$ cat config.mk
export PLATFORM = sky130hd
export DESIGN_NAME = fifo_uart_tx
export DESIGN_NICKNAME = d
export VERILOG_FILES = /design/src/rtl/fifo_uart_tx.sv
export SDC_FILE = /design/constraint.sdc
export NUM_CORES = 1
export LEC_CHECK = 0
export BUFFER_PORTS_ARGS = -buffer_cell sky130_fd_sc_hd__clkbuf_2
export CORE_MARGIN = 4
export CORE_UTILIZATION = 45
export DETAILED_ROUTE_END_ITERATION = 12
export PLACE_DENSITY = 0.68
export SLEW_MARGIN = 20
export SYNTH_ARGS = -nofsm -noshare
export SYNTH_HDL_FRONTEND = slang
export SYNTH_SLANG_ARGS = --single-unit
$ cat constraint.sdc
create_clock -name clk -period 2.11 [get_ports clk]
set_input_delay 0.211 -clock clk [delete_from_list [all_inputs] [get_ports clk]]
set_output_delay 0.211 -clock clk [all_outputs]
set_load 0.03 [all_outputs]
$ cat src/rtl/fifo_uart_tx.sv
// rtl/fifo_uart_tx.sv - pops words from a show-ahead FIFO and serialises them as 8N1-style UART frames
module fifo_uart_tx #(
    parameter int CLK_DIV   = 16,
    parameter int DATA_BITS = 8,
    parameter int STOP_BITS = 1
) (
    input  logic                 clk,
    input  logic                 rst_n,
    input  logic                 en,
    input  logic [DATA_BITS-1:0] fifo_dout,
    input  logic                 fifo_empty,
    output logic                 fifo_rd_en,
    output logic                 tx,
    output logic                 busy,
    output logic                 tx_done
);

    localparam int DW = $clog2(CLK_DIV);
    localparam int BW = (DATA_BITS > 1) ? $clog2(DATA_BITS) : 1;

    typedef enum logic [1:0] {
        IDLE,
        START,
        DATA,
        STOP
    } state_t;

    state_t               state_q;
    logic [DW-1:0]        div_q;
    logic [BW-1:0]        bit_cnt_q;
    logic [1:0]           stop_cnt_q;
    logic [DATA_BITS-1:0] shreg_q;
    logic                 tx_q;
    logic                 busy_q;
    logic                 done_q;

    logic                 period_end;
    logic [DATA_BITS-1:0] shreg_d;

    assign period_end = (div_q == DW'(CLK_DIV - 1));
    assign shreg_d    = shreg_q >> 1;

    // Gated by rst_n so the FIFO is never popped while the block is held in reset.
    assign fifo_rd_en = rst_n && (state_q == IDLE) && en && !fifo_empty;

    always_ff @(posedge clk or negedge rst_n) begin
        if (!rst_n) begin
            state_q    <= IDLE;
            div_q      <= '0;
            bit_cnt_q  <= '0;
            stop_cnt_q <= '0;
            shreg_q    <= '0;
            tx_q       <= 1'b1;
            busy_q     <= 1'b0;
            done_q     <= 1'b0;
        end else begin
            done_q <= 1'b0;
            if (state_q == IDLE || period_end) begin
                div_q <= '0;
            end else begin
                div_q <= div_q + DW'(1);
            end

            case (state_q)
                IDLE: begin
                    if (fifo_rd_en) begin
                        shreg_q <= fifo_dout;
                        tx_q    <= 1'b0;
                        busy_q  <= 1'b1;
                        state_q <= START;
                    end
                end
                START: begin
                    if (period_end) begin
                        tx_q      <= shreg_q[0];
                        bit_cnt_q <= '0;
                        state_q   <= DATA;
                    end
                end
                DATA: begin
                    if (period_end) begin
                        shreg_q <= shreg_d;
                        if (bit_cnt_q == BW'(DATA_BITS - 1)) begin
                            tx_q       <= 1'b1;
                            stop_cnt_q <= '0;
                            state_q    <= STOP;
                        end else begin
                            bit_cnt_q <= bit_cnt_q + BW'(1);
                            tx_q      <= shreg_d[0];
                        end
                    end
                end
                STOP: begin
                    if (period_end) begin
                        if (stop_cnt_q == 2'(STOP_BITS - 1)) begin
                            busy_q  <= 1'b0;
                            done_q  <= 1'b1;
                            state_q <= IDLE;
                        end else begin
                            stop_cnt_q <= stop_cnt_q + 2'd1;
                        end
                    end
                end
                default: begin
                    tx_q    <= 1'b1;
                    busy_q  <= 1'b0;
                    state_q <= IDLE;
                end
            endcase
        end
    end

    assign tx      = tx_q;
    assign busy    = busy_q;
    assign tx_done = done_q;

endmodule

Yosys cells after proc, flatten, opt, wreduce, memory -nomap -nowiden. Cells that the tools add are included.

Multiplexer cells: 32. Multiply operators: 0. $add $sub $neg: 3. Order comparisons: 0. Div/mod/pow operators: 0. Bitwise logic cells: 0. Shift operators: 0. Eq/ne operators: 13. Reduce and logical (&&, ||, !) cells: 18.

Operators with widths (count): 2-bit two-way mux (10); 8-bit two-way mux (2); 2-bit != test, second input constant (8); 8-bit case mux with 2 select lines (1); 4-bit AND reduction (3); 1-bit two-way mux (10); 3-bit two-way mux (3); 2-bit case mux with 4 select lines (1); 2-bit nonzero test (4); 3-bit case mux with 2 select lines (1); 6-bit AND reduction (1); 5-bit AND reduction (1); 4-bit by 1-bit adder with 4-bit output, second input constant (1); 2-bit == test, second input constant (2); 4-bit == test, second input constant (1); 2-bit logical NOT (2); 4-bit two-way mux (1); 2-bit case mux with 2 select lines (1); 3-bit by 1-bit adder with 3-bit output, second input constant (1); 3-bit == test, second input constant (1); 1-bit logical AND (3); 1-bit case mux with 3 select lines (1); 3-bit AND reduction (1); 3-bit nonzero test (1); 5 further kinds (5).

Memory bits (read-only): 0. Memories kept: 0. Output and inout port bits: 4. RAM bits: 0. Bits in latches: 0. Register bits: 22.

Depth between registers and ports, before layout.
Word-level depth: 6. Depth in mapped cells: 8. Depth with buffers taken out: 6.

Least setup slack after synthesis. Ideal clock, no wire load.

Kind: register to register. From: register bit_cnt_q[0]. To: register state_q[1]. Required time: 1985 ps. Data arrival time: 1529 ps. Stages on the path, launching flop included: 7. Path slack: 456 ps. Path through: dfrtp_1 ha_1 ha_1 nor2b_2 nor2_1 o21ai_1 mux2_2.

Longest elaborated chain between the ends: 3.

RTL lines: start, declared (line 30) `logic [BW-1:0] bit_cnt_q;`; start signal, assigned (line 88) `bit_cnt_q <= bit_cnt_q + BW'(1);`; 3-bit == test (line 83) `if (bit_cnt_q == BW'(DATA_BITS - 1)) begin`; 2-bit != test (no source line); 6-bit AND reduction (no source line); end signal, assigned (line 77) `state_q <= DATA;`; end signal, assigned (line 86) `state_q <= STOP;`; end signal, assigned (line 98) `state_q <= IDLE;`; end, declared (line 28) `state_t state_q;`.

No other way between the ends. A chain may end at the register's enable or synchronous reset.

Final worst setup path.
From: register state_q[0]. To: output fifo_rd_en.

Longest elaborated chain between the ends: 4.

RTL lines: start signal, assigned (line 48) `state_q <= IDLE;`; start signal, assigned (line 70) `state_q <= START;`; start signal, assigned (line 77); 2-bit logical NOT (line 44) `assign fifo_rd_en = rst_n && (state_q == IDLE) && en && !fifo_empty;`; 1-bit logical AND (3 in a row) (line 44); end, declared (line 12) `output logic fifo_rd_en,`.

No other way between the ends.

==> out/qor.yml <==
sta:
  final-setup-viol-count: 0
  hold_viol: 0
  finalCriticalPeriod_ns: 1.90
  slew_viol_final: 0
  rsz0062_at_grt: "false"
  post-route-period-util: 0.898
  tns_ns: 0
  max_slew_margin: 0.795
  finalClockSkew_ns: 0.00269
  max_freq_mhz: 528
  worst_slew_pin_slew_ns: 0.307
worst_hold_path:
  min_path_type: "input port to register"
  hp-start: "fifo_dout[6]"
  min_to: "shreg_q[6]"
  whs_path_depth: 3
drt:
  vias: 932
  drt_wl_total_um: 2290
  vias_per_cell: 5.36
  dr.first_iter.drc_count: 30
  first_pass_iters: 4
  routedWlPerCell_um: 13.1
  drc: 0
  ant_nets: 0
critical_path:
  crit_buf_inv: 3
  cp_slowest_cell: "dfrtp_1"
  reg2reg_to: "shreg_q[5]"
  timing.rr.start: "state_q[0]"
  crit_arrival_ns: 1.68
  criticalPathCategory: "register to output pin"
  r2r_setup_slack_ns: 0.21
  critPathCaptureType: "output pin"
  worstPathCellList: "inv_1 -> ha_2 -> buf_4 -> and2_1 -> clkbuf_2"
  r2r_cells: 8
  start_kind: "register"
  cp.required_ns: 1.90
  crit_family: "buffers and inverters"
  cp_max_fo: 8
  slowest_delay_ns: 0.42
clocking:
  clk_path_buf_depth: 2
  clock-sinks: 22
  cts_tree: "done"
  insertion_delay_ns: 0.31
  clkTransAtPathRegs_ns: 0.12
  cts_max_level: 1
  cts-buffers-inserted: 3
  root_buffer: "clkbuf_4"
logic_synthesis:
  synth-seq-cells: 22
  yosysSeqAreaShare: 0.439
  syn_area_per_cell_um2: 10.1
  netlist_area_um2: 1260
  ys_warn_count: 0
  synth.area.top_cells: "dfrtp_1, ha_1, mux2i_1"
  synth_area_leader_cell: "dfrtp_1"
  synth_cell_types: 37
  async_reset_ff_frac: 1.00
  syn_inst: 124
  synth_edf_count: 0
  synthFlopType: "dfrtp_1"
  yosys-top-cells-count: "dfrtp_1, nor2_1, nand2_1"
  synth_fp_nets: 145
  synth_top_cell_area_share: 0.418
  yosysMostFrequentCell: "dfrtp_1"
power:
  p_leak_nw: 0.719
  p_total_mw: 0.702
  ir_worst_vdd_uv: 459
  p_per_area_nw_per_um2: 494
global_route:
  grt_pass1_vias: 895
  grt_pass1_wl_um: 3920
  use_met1: 0.203
  grt_max_degree: 20
  met3_usage: 0.0277
  antenna_found_initial: 0
  grt_busiest_layer: "met2"
  gr-total-overflow: 0
  grt_use_total: 0.141
  use_met2: 0.211
final_layout:
  areaGrowthSynthToFinish_pct: 12.9
  nNetsFinal: 166
  antenna_cells: 0
  drive_above_1_share: 0.222
floorplanning:
  fp-row-count: 18
  ioPinCount: 16
  coreArea_um2: 2570
  initial_core_util: 0.490
  die_area_um2: 3700
  die_width_um: 60.9
  die_h_um: 60.9
placement:
  post-dp-hpwl_um: 1730
  gp_congestion: 0.811
  portBuffers: 15
run_status:
  outcome: "complete, no violations"
job:
  cap_viol_max_count: 0
-- flip-flops by register name, indices dropped and copies added, names as in the netlist --
signal / cells
stop_cnt_q: 2
shreg_q: 8
div_q: 4
bit_cnt_q: 3
busy: 1
tx: 1
tx_done: 1
state_q: 2
-- worst register-to-register path, stage by stage (launching register included) --
cell     delay [ns]
dfrtp_1        0.42
inv_1          0.14
ha_1           0.36
buf_4          0.28
nand4_1        0.14
a22oi_2        0.13
buf_4          0.20
nor2_1         0.06
a21oi_1        0.11
-- what timing repair did --
| item | CTS | global route |
|---|---|---|
| resized for setup | 0 | 1 |
| setup endpoints to repair | 0 | 1 |
| hold endpoints to repair | 3 | 0 |
| buffers inserted | 0 | 0 |
| hold buffers | 1 | 0 |
-- cells by family after synthesis --
logic type                 count (synthesis)  synth area share
and+or+nand+nor                           39             0.159
AOI/OAI and AO/OA                         33             0.180
DFF                                       22             0.439
buffers and inverters                     10            0.0438
muxes                                     10            0.0816
adders and majority gates                  9            0.0896
xor gates and xnor gates                   1           0.00697
-- per-layer routing --
| metal | vias to the layer above | wire length (um) |
|---|---|---|
| met3 | 2 | 88 |
| met2 | 17 | 997 |
| met5 | - | 0 |
| met1 | 436 | 1170 |
| li1 | 477 | - |
| met4 | 0 | 27 |
-- placed cells by master (no fill, tap or decap), drive strengths merged, types with 3 or more instances in the layout --
cell	instances
dfrtp	21
clkbuf	19
nor2	13
nand2	11
a21oi	9
ha	9
mux2i	8
o21ai	8
a22o	6
inv	5
buf	5
a22oi	3
-- worst max-delay path by stage --
stage | start | end | slack (ns) | cells past startpoint
finish | state_q[0] | fifo_rd_en | 0.21 | 5
floorplan | bit_cnt_q[0] | state_q[1] | 0.46 | 6
global route | state_q[0] | shreg_q[2] | 0.004 | 8
global placement | bit_cnt_q[0] | state_q[1] | 0.32 | 6
CTS | state_q[0] | fifo_rd_en | 0.11 | 5
detailed placement | state_q[0] | shreg_q[0] | 0.22 | 8
-- metrics by stage --
step	cell area, um^2	setup WS, ns	utilization	hold slack [ns]	std cells
floorplan	1260	0.456	-	-0.0846	124
global placement	1370	0.318	0.534	0.0583	169
detailed placement	1370	0.217	0.534	0.0580	169
CTS	1420	0.109	0.552	0.173	174
global route	1420	0.00433	0.553	0.178	174
finish	1420	0.215	0.553	0.184	174
-- cell type report --
cell class / instances / area (um^2)
fill: 241 / 1150
multi-input combinational: 92 / 653
sequential: 22 / 552
timing repair buffer: 21 / 123
tap: 30 / 37.5
clock buffer: 4 / 36.3
inverter: 5 / 18.8
-- power breakdown --
| part | internal (mW) | leakage (nW) | switching (mW) |
|---|---|---|---|
| registers | 0.428 | 0.278 | 0.00334 |
| clock network | 0.105 | 0.0210 | 0.127 |
| logic | 0.0171 | 0.420 | 0.0209 |
(Power assumes the default switching activity.)
